===== src/rtl/m6502_pkg.sv =====
// Shared m6502 definitions: memory-controller FSM states, requester owners
// and the loader image base address.
package m6502_pkg;

    typedef enum logic [2:0] {
        MEMC_IDLE    = 3'd0,
        MEMC_ACCESS  = 3'd1,
        MEMC_WAIT    = 3'd2,
        MEMC_DONE    = 3'd3,
        MEMC_RELEASE = 3'd4
    } memc_state_e;

    typedef enum logic {
        OWNER_CPU = 1'b0,
        OWNER_LD  = 1'b1
    } owner_e;

    localparam logic [15:0] BOOT_ADDR = 16'h0000;

endpackage


===== src/rtl/m6502_mem_ctrl_if.sv =====
// Bus bundle for m6502_mem_ctrl: CPU port, boot-loader port and RAM port.
// The controller takes the slave view; the requesters/RAM model take master.
interface m6502_mem_ctrl_if;

    logic        cpu_cs;
    logic        cpu_wr;
    logic [15:0] cpu_address;
    logic [7:0]  cpu_write_data;
    logic        cpu_mem_ready;
    logic        cpu_data_valid;
    logic [7:0]  cpu_read_data;

    logic        ld_req;
    logic        ld_wr;
    logic [15:0] ld_address;
    logic [7:0]  ld_write_data;
    logic        ld_ack;
    logic [7:0]  ld_read_data;

    logic        ram_en;
    logic        ram_we;
    logic [15:0] ram_addr;
    logic [7:0]  ram_wdata;
    logic [7:0]  ram_rdata;

    modport slave (
        input  cpu_cs, cpu_wr, cpu_address, cpu_write_data,
        input  ld_req, ld_wr, ld_address, ld_write_data,
        input  ram_rdata,
        output cpu_mem_ready, cpu_data_valid, cpu_read_data,
        output ld_ack, ld_read_data,
        output ram_en, ram_we, ram_addr, ram_wdata
    );

    modport master (
        output cpu_cs, cpu_wr, cpu_address, cpu_write_data,
        output ld_req, ld_wr, ld_address, ld_write_data,
        output ram_rdata,
        input  cpu_mem_ready, cpu_data_valid, cpu_read_data,
        input  ld_ack, ld_read_data,
        input  ram_en, ram_we, ram_addr, ram_wdata
    );

endinterface


===== src/rtl/m6502_mem_ctrl.sv =====
// Single-port RAM controller shared by the m6502 core and the boot loader,
// with round-robin arbitration and a configurable number of wait states.
module m6502_mem_ctrl
    import m6502_pkg::*;
#(
    parameter int WAIT_STATES = 0
) (
    input  logic              clk,
    input  logic              reset_n,
    m6502_mem_ctrl_if.slave   bus
);

    localparam logic [3:0] WAIT_CNT = 4'(WAIT_STATES);

    memc_state_e state_q, state_d;
    owner_e      owner_q, owner_d;
    owner_e      last_owner_q, last_owner_d;
    logic        wr_q, wr_d;
    logic [15:0] addr_q, addr_d;
    logic [7:0]  wdata_q, wdata_d;
    logic [3:0]  cnt_q, cnt_d;
    logic [7:0]  rdata_q, rdata_d;
    logic        ram_en_q, ram_en_d;
    logic        ram_we_q, ram_we_d;
    logic        cpu_ready_q, cpu_ready_d;
    logic        cpu_valid_q, cpu_valid_d;
    logic        ld_ack_q, ld_ack_d;
    logic        grant_cpu;

    always_comb begin
        // NOTE: every *_d gets a default first so no path through the case infers a latch.
        state_d      = state_q;
        owner_d      = owner_q;
        last_owner_d = last_owner_q;
        wr_d         = wr_q;
        addr_d       = addr_q;
        wdata_d      = wdata_q;
        cnt_d        = cnt_q;
        rdata_d      = rdata_q;
        ram_en_d     = 1'b0;
        ram_we_d     = 1'b0;
        cpu_ready_d  = 1'b0;
        cpu_valid_d  = 1'b0;
        ld_ack_d     = 1'b0;

        // On a tie the CPU wins unless it was the last one served.
        grant_cpu = bus.cpu_cs && (!bus.ld_req || (last_owner_q == OWNER_LD));

        case (state_q)
            MEMC_IDLE: begin
                if (bus.cpu_cs || bus.ld_req) begin
                    if (grant_cpu) begin
                        owner_d      = OWNER_CPU;
                        last_owner_d = OWNER_CPU;
                        wr_d         = bus.cpu_wr;
                        addr_d       = bus.cpu_address;
                        wdata_d      = bus.cpu_write_data;
                    end else begin
                        owner_d      = OWNER_LD;
                        last_owner_d = OWNER_LD;
                        wr_d         = bus.ld_wr;
                        addr_d       = bus.ld_address;
                        wdata_d      = bus.ld_write_data;
                    end
                    ram_en_d = 1'b1;
                    ram_we_d = wr_d;
                    state_d  = MEMC_ACCESS;
                end
            end
            MEMC_ACCESS: begin
                cnt_d   = WAIT_CNT;
                state_d = MEMC_WAIT;
            end
            MEMC_WAIT: begin
                // RAM data is valid during the first WAIT cycle only.
                if ((cnt_q == WAIT_CNT) && !wr_q) begin
                    rdata_d = bus.ram_rdata;
                end
                if (cnt_q == 4'd0) begin
                    state_d = MEMC_DONE;
                    if (owner_q == OWNER_CPU) begin
                        cpu_ready_d = 1'b1;
                        cpu_valid_d = !wr_q;
                    end else begin
                        ld_ack_d = 1'b1;
                    end
                end else begin
                    cnt_d = cnt_q - 4'd1;
                end
            end
            MEMC_DONE: begin
                state_d = MEMC_RELEASE;
            end
            MEMC_RELEASE: begin
                // Hold until the served requester lets go, so a sticky request is not re-issued.
                if (owner_q == OWNER_CPU ? !bus.cpu_cs : !bus.ld_req) begin
                    state_d = MEMC_IDLE;
                end
            end
            default: begin
                state_d = MEMC_IDLE;
            end
        endcase
    end

    always_ff @(posedge clk) begin
        // NOTE: reset is synchronous, and all state uses non-blocking assignment.
        if (!reset_n) begin
            state_q      <= MEMC_IDLE;
            owner_q      <= OWNER_CPU;
            last_owner_q <= OWNER_LD;
            wr_q         <= 1'b0;
            addr_q       <= 16'h0000;
            wdata_q      <= 8'h00;
            cnt_q        <= 4'd0;
            rdata_q      <= 8'h00;
            ram_en_q     <= 1'b0;
            ram_we_q     <= 1'b0;
            cpu_ready_q  <= 1'b0;
            cpu_valid_q  <= 1'b0;
            ld_ack_q     <= 1'b0;
        end else begin
            state_q      <= state_d;
            owner_q      <= owner_d;
            last_owner_q <= last_owner_d;
            wr_q         <= wr_d;
            addr_q       <= addr_d;
            wdata_q      <= wdata_d;
            cnt_q        <= cnt_d;
            rdata_q      <= rdata_d;
            ram_en_q     <= ram_en_d;
            ram_we_q     <= ram_we_d;
            cpu_ready_q  <= cpu_ready_d;
            cpu_valid_q  <= cpu_valid_d;
            ld_ack_q     <= ld_ack_d;
        end
    end

    assign bus.cpu_mem_ready  = cpu_ready_q;
    assign bus.cpu_data_valid = cpu_valid_q;
    assign bus.cpu_read_data  = rdata_q;
    assign bus.ld_ack         = ld_ack_q;
    assign bus.ld_read_data   = rdata_q;
    assign bus.ram_en         = ram_en_q;
    assign bus.ram_we         = ram_we_q;
    assign bus.ram_addr       = addr_q;
    assign bus.ram_wdata      = wdata_q;

endmodule

===== src/flat_wrapper.sv =====
// flat-port wrapper written by rule: the top's interface ports become plain ports
module m6502_mem_ctrl_flat import m6502_pkg::*;
#(
    parameter int WAIT_STATES = 0
)
  (clk, reset_n, bus_cpu_cs, bus_cpu_wr, bus_cpu_address, bus_cpu_write_data, bus_ld_req, bus_ld_wr, bus_ld_address, bus_ld_write_data, bus_ram_rdata, bus_cpu_mem_ready, bus_cpu_data_valid, bus_cpu_read_data, bus_ld_ack, bus_ld_read_data, bus_ram_en, bus_ram_we, bus_ram_addr, bus_ram_wdata);
  m6502_mem_ctrl_if bus_i ();
  input  logic clk;
  input  logic reset_n;
  input wire logic [$bits(bus_i.cpu_cs)-1:0] bus_cpu_cs;
  input wire logic [$bits(bus_i.cpu_wr)-1:0] bus_cpu_wr;
  input wire logic [$bits(bus_i.cpu_address)-1:0] bus_cpu_address;
  input wire logic [$bits(bus_i.cpu_write_data)-1:0] bus_cpu_write_data;
  input wire logic [$bits(bus_i.ld_req)-1:0] bus_ld_req;
  input wire logic [$bits(bus_i.ld_wr)-1:0] bus_ld_wr;
  input wire logic [$bits(bus_i.ld_address)-1:0] bus_ld_address;
  input wire logic [$bits(bus_i.ld_write_data)-1:0] bus_ld_write_data;
  input wire logic [$bits(bus_i.ram_rdata)-1:0] bus_ram_rdata;
  output wire logic [$bits(bus_i.cpu_mem_ready)-1:0] bus_cpu_mem_ready;
  output wire logic [$bits(bus_i.cpu_data_valid)-1:0] bus_cpu_data_valid;
  output wire logic [$bits(bus_i.cpu_read_data)-1:0] bus_cpu_read_data;
  output wire logic [$bits(bus_i.ld_ack)-1:0] bus_ld_ack;
  output wire logic [$bits(bus_i.ld_read_data)-1:0] bus_ld_read_data;
  output wire logic [$bits(bus_i.ram_en)-1:0] bus_ram_en;
  output wire logic [$bits(bus_i.ram_we)-1:0] bus_ram_we;
  output wire logic [$bits(bus_i.ram_addr)-1:0] bus_ram_addr;
  output wire logic [$bits(bus_i.ram_wdata)-1:0] bus_ram_wdata;
  assign bus_i.cpu_cs = bus_cpu_cs;
  assign bus_i.cpu_wr = bus_cpu_wr;
  assign bus_i.cpu_address = bus_cpu_address;
  assign bus_i.cpu_write_data = bus_cpu_write_data;
  assign bus_i.ld_req = bus_ld_req;
  assign bus_i.ld_wr = bus_ld_wr;
  assign bus_i.ld_address = bus_ld_address;
  assign bus_i.ld_write_data = bus_ld_write_data;
  assign bus_i.ram_rdata = bus_ram_rdata;
  assign bus_cpu_mem_ready = bus_i.cpu_mem_ready;
  assign bus_cpu_data_valid = bus_i.cpu_data_valid;
  assign bus_cpu_read_data = bus_i.cpu_read_data;
  assign bus_ld_ack = bus_i.ld_ack;
  assign bus_ld_read_data = bus_i.ld_read_data;
  assign bus_ram_en = bus_i.ram_en;
  assign bus_ram_we = bus_i.ram_we;
  assign bus_ram_addr = bus_i.ram_addr;
  assign bus_ram_wdata = bus_i.ram_wdata;
  m6502_mem_ctrl #(.WAIT_STATES(WAIT_STATES)) u_core (.clk(clk), .reset_n(reset_n), .bus(bus_i));
endmodule

===== config.mk =====
export PLATFORM = sky130hd
export DESIGN_NAME = m6502_mem_ctrl_flat
export DESIGN_NICKNAME = d
export VERILOG_FILES = /design/src/rtl/m6502_pkg.sv /design/src/rtl/m6502_mem_ctrl_if.sv /design/src/rtl/m6502_mem_ctrl.sv /design/src/flat_wrapper.sv
export SDC_FILE = /design/constraint.sdc
export NUM_CORES = 1
export LEC_CHECK = 0
export CORE_ASPECT_RATIO = 0.9
export CORE_MARGIN = 5
export CORE_UTILIZATION = 42
export CTS_BUF_LIST = sky130_fd_sc_hd__clkbuf_4 sky130_fd_sc_hd__clkbuf_8
export DETAILED_ROUTE_END_ITERATION = 10
export PLACE_DENSITY_LB_ADDON = 0.3
export RECOVER_POWER = 100
export SYNTH_ARGS = -nofsm -noshare
export SYNTH_HDL_FRONTEND = slang
export SYNTH_SLANG_ARGS = --single-unit

===== constraint.sdc =====
create_clock -name clk -period 1.9 [get_ports clk]
set_input_delay 0.38 -clock clk [delete_from_list [all_inputs] [get_ports clk]]
set_output_delay 0.38 -clock clk [all_outputs]
set_load 0.01 [all_outputs]

# Word level (Yosys, flattened, before mapping)

Index checks and enable logic that the tools add are counted.

Output and inout bits: 45
Flip-flop bits (word level): 47
Logic and storage cells: 57
Input port bits: 62

Muxes and demuxes: 14
Add/subtract/negate cells: 1
Reduce and logical (&&, ||, !) cells: 18
Bitwise gates (word level): 3
Equality and inequality tests: 8

Operator list:

| cell                                                  | count |
|---|---|
| 2-to-1 mux 16 bit                                     | 1 |
| one-hot mux 3 bit (5 select lines)                    | 1 |
| 2-to-1 mux 3 bit                                      | 3 |
| AND reduction 3 bit                                   | 3 |
| 2-to-1 mux 8 bit                                      | 1 |
| one-hot mux 4 bit (2 select lines)                    | 1 |
| AND reduction 2 bit                                   | 4 |
| == test 3 x 2 -> 1 bit, second input constant         | 2 |
| 2-to-1 mux 1 bit                                      | 6 |
| inequality test 2 x 1 -> 1 bit, second input constant | 3 |
| zero test 4 bit                                       | 1 |
| 2-to-1 mux 4 bit                                      | 1 |
| OR reduction 4 bit                                    | 1 |
| subtractor 4 x 1 -> 4 bit, second input constant      | 1 |
| == test 3 x 1 -> 1 bit, second input constant         | 1 |
| == test 3 bit, second input constant                  | 1 |
| zero test 1 bit                                       | 3 |
| zero test 3 bit                                       | 1 |
| inverter 1 bit                                        | 3 |
| logical AND 1 bit                                     | 2 |
| logical OR 1 bit                                      | 2 |
| inequality test 2 bit, second input constant          | 1 |
| nonzero test 2 bit                                    | 1 |

# Logic depth before layout (Yosys ltp)

Depth in word-level cells: 4
Depth in mapped cells: 7
Depth with buffers taken out: 6

# Least setup slack after synthesis

No wires, ideal clock.

Path type: register -> register
From: register u_core.cnt_q[0]
To: register u_core.rdata_q[3], in the netlist u_core.bus.cpu_read_data[3]
Required time: 1771 ps
Setup time: 129 ps
Cell stages (with the launch flop): 8
Path slack: 358 ps
Buffers on the path: 1
Clock period less this slack: 1542 ps
Data arrival time: 1414 ps
Path through: dfxtp_1 inv_1 ha_1 nor3b_4 nand4b_1 clkbuf_1 nand3_1 o21ai_0

Word-level cells in the longest chain between the ends: 3

Ends and longest elaborated chain:

| item                                 | line                  | text |
|---|---|---|
| start, declared                      | m6502_mem_ctrl.sv:21  | `logic [3:0] cnt_q, cnt_d;` |
| start signal, assigned               | m6502_mem_ctrl.sv:129 | `cnt_q <= cnt_d;` |
| zero test 4 bit                      | m6502_mem_ctrl.sv:76  | `if ((cnt_q == WAIT_CNT) && !wr_q) begin` |
| logical AND 1 bit                    | m6502_mem_ctrl.sv:76  |  |
| AND reduction 2 bit (no source line) | --                    |  |
| end signal, assigned                 | m6502_mem_ctrl.sv:130 | `rdata_q <= rdata_d;` |
| end, declared                        | m6502_mem_ctrl.sv:22  | `logic [7:0] rdata_q, rdata_d;` |

No other way between the ends.
A chain may end at the register's enable or synchronous reset.

==> summary.md <==
| Metric | Value |
|---|---|
| Dpl hpwl | `between 4 and 5 mm` |
| Routed WL per cell | `15.3 um` |
| Crit Reg-Reg Endpoint | `u_core.bus.cpu_read_data[4]` |
| Total die area | `approximately 6800 sq um` |
| WHS | `460 ps` |
| Root Driver | `clkbuf_8` |
| Worst path cell trace | `clkdlybuf4s50_1 -> nand2b_1 -> or4_1 -> clkbuf_2 -> o2bb2ai_1` |
| Initial core utilization | `0.426` |
| WP data arrival | `1960 ps` |
| Detailed-route via count | `1882` |
| Period utilization | `0.912` |
| Post-synth design cell area | `2200 sq um` |
| Syn Area/Cell | `10.9 sq um` |
| Latest clock arrival within the worst-skew pair | `290 ps` |
| Die Width | `86.3 um` |
| Final Skew | `around 3.4 ps` |
| WS Path Type | `in -> reg` |
| Final WS setup | `167 ps` |
| Antenna Cells | `0` |
| Ports | `107` |
| Max Fclk | `between 500 and 600 MHz` |
| R2R depth | `7` |
| Register-to-Register Setup Slack | `between 150 and 200 ps` |
| Total grt overflow | `0` |
| Area growth syn-to-layout | `51.3%` |
| DR top layer | `met4` |
| Routed wl met3 | `422 um` |
| Clock tree sinks | `47` |
| Yosys cell types | `40` |
| Worst Hold Path EP | `u_core.bus.ram_addr[1]` |
| Initial antenna violation count | `0` |
| Reg2Reg Launch Point | `u_core.cnt_q[0]` |
| Largest net degree at the start of global routing | `26` |
| Critical path's slowest cell | `clkdlybuf4s50_1` |
| Clock buffer depth | `2` |
| Max VDD drop | `0.459 mV` |
| Num CTS Buffers | `5` |
| Die H | `around 79 um` |
| Layout Nets | `374` |
| Final wirelength | `5.79 mm` |
| Most frequent cell after synthesis | `dfxtp_1` |
| Yosys warns | `0` |
| Critical path's top delay family | `buffers and inverters` |
| Register bit count reported by yosys | `between 40 and 50` |
| Vias in the first global route | `~1900` |
| Synth top area share | `0.428` |
| GRT Total Usage | `0.167` |
| Via density | `4.97` |
| Post_cts resized | `0` |
| Sequential fraction of the synthesis area | `0.428` |
| Syn_nets | `265` |
| Leak | `between 1 and 1.5 nW` |
| Final setup fails | `0` |
| Post-synth top cells | `47 x dfxtp_1, 26 x mux2i_1, 16 x o2bb2ai_2` |
| WP buf/inv | `2` |
| CP endpoint kind | `register` |
| Number of flops mapped to enable cells by yosys | `0` |
| CTS tree | `yes` |
| Dominant cells by area after synthesis | `dfxtp_1 43%, mux2i_1 12%, o2bb2ai_2 11%, buf_4 3.4%, buf_6 3.1%` |
| Max-cap violations | `0` |
| Synth Flop Type | `dfxtp_1` |
| Max_slew headroom | `0.547` |
| Met2 WL | `2.90 mm` |
| Min-Delay Path Depth | `1` |
| Global placer's final weighted congestion | `0.830` |
| Clock transition at the registers of the reported paths | `roughly 80 ps` |
| Slowest Stage Delay on Critical Path | `570 ps` |
| First-pass detailed-route iteration total | `4` |
| Initial DRC Count | `between 50 and 60` |
| IO Port Bufs | `between 100 and 150` |
| Fin crit period | `1730 ps` |
| CTS HTree Levels | `2` |
| Hold Vio Cnt, Final | `0` |
| Worst EP required | `2120 ps` |
| CORE AREA | `about 5200 sq um` |
| RSZ-0062 raised after global routing | `no` |
| Worst Tran Pin Value | `679 ps` |
| Final antenna-violating net count | `0` |
| Dpl ws | `-186 ps` |
| Async set or reset register ratio after synthesis | `0` |
| Path type of the worst min-delay path | `reg -> reg` |
| Setup crit start kind | `input port` |
| Fraction of layout cells with a size suffix above 1 | `0.106` |
| Syn Inst Count | `202` |
| Worst Path Max Fanout | `13` |
| Core Util, Final | `0.645` |
| Cts-stage hold buffer count | `0` |
| Min-delay src | `u_core.bus.ram_addr[1]` |
| Tot Pwr | `2.72 mW` |
| DRC | `0` |
| Num rows | `25` |
| Met1 wire length | `2.41 mm` |
| Post-synth top area cell | `dfxtp_1` |
| Power density cells | `818 nW/um^2` |
| Status | `complete, no violations` |
| Setup bufs post-CTS | `0` |
| First-pass GRT wire length | `9.05 mm` |
| Slew Limit Fails | `0` |
-- cells by family after synthesis --
| family | Yosys count | share of synthesized area |
|---|---|---|
| and+or+nand+nor | 46 | 0.118 |
| DFF | 47 | 0.428 |
| AOI/OAI and AO/OA | 51 | 0.232 |
| buffers and inverters | 29 | 0.0888 |
| adders and majority gates | 1 | 0.00569 |
| xor gates and xnor gates | 1 | 0.00398 |
| muxes | 27 | 0.124 |
-- layout make-up --
class	instances	area, sq um
well taps	67	83.8
multi-input cells	126	976
clock inverters	2	35.0
fillers	444	1830
inverters	7	26.3
repair buffers	124	1180
flip-flops and latches	47	941
clock buffers	6	82.6
-- placed cells by master (no fill, tap or decap), types with 3 or more instances in the layout --
cell type / Yosys / layout
clkdlybuf4s50_1: 0 / 61
dfxtp_1: 47 / 47
dlygate4sd3_1: 0 / 45
mux2i_1: 26 / 26
o2bb2ai_1: 7 / 22
buf_4: 10 / 14
nand2_1: 13 / 13
o21ai_0: 12 / 11
nand3_1: 10 / 10
inv_1: 7 / 7
a21oi_1: 6 / 6
clkbuf_8: 0 / 6
nor2_1: 4 / 5
clkbuf_1: 3 / 3
-- metal layers --
layer | GRT usage | vias to the layer above
met1 | 0.199 | 867
met3 | 0.0325 | 4
met5 | 0 | -
met4 | 0.0514 | 0
li1 | - | 942
met2 | 0.300 | 69
-- state kept, by name, indices dropped and copies added, names as in the netlist --
name / count
u_core.bus.ram_en: 1
u_core.bus.cpu_data_valid: 1
u_core.bus.ram_we: 1
u_core.bus.cpu_read_data: 8
u_core.bus.ram_addr: 16
u_core.bus.ram_wdata: 8
u_core.cnt_q: 4
u_core.last_owner_q: 1
u_core.owner_q: 1
u_core.bus.cpu_mem_ready: 1
u_core.wr_q: 1
u_core.state_q: 3
u_core.bus.ld_ack: 1
-- power breakdown --
group | internal (mW) | total [mW] | switching [mW]
clock network | 0.426 | 0.744 | 0.319
registers | 1.11 | 1.19 | 0.0830
logic | 0.425 | 0.787 | 0.363
-- worst max-delay path by stage --
stage | cells after the start | startpoint | slack [ps] | endpoint
final | 5 | reset_n | 170 | u_core.bus.ram_wdata[1]
after global routing | 7 | u_core.cnt_q[0] | 30 | u_core.bus.cpu_read_data[4]
after floorplan | 7 | u_core.cnt_q[0] | 360 | u_core.bus.cpu_read_data[3]
after detailed placement | 5 | bus_ld_req | -190 | u_core.bus.ram_wdata[4]
after CTS | 5 | bus_ld_req | 100 | u_core.bus.ram_addr[0]
after global placement | 5 | bus_ld_req | -140 | u_core.bus.ram_addr[1]
-- per-stage QoR --
stage | instance area [sq um] | std cells | setup TNS, ps
2_1_floorplan | 2200 | 202 | 0
3_3_place_gp | 3330 | 371 | -2840
3_5_place_dp | 3330 | 371 | -3880
4_1_cts | 3440 | 379 | 0
5_1_grt | 3330 | 379 | 0
6_report | 3330 | 379 | 0
No activity file was read; power rests on OpenSTA's default activity.
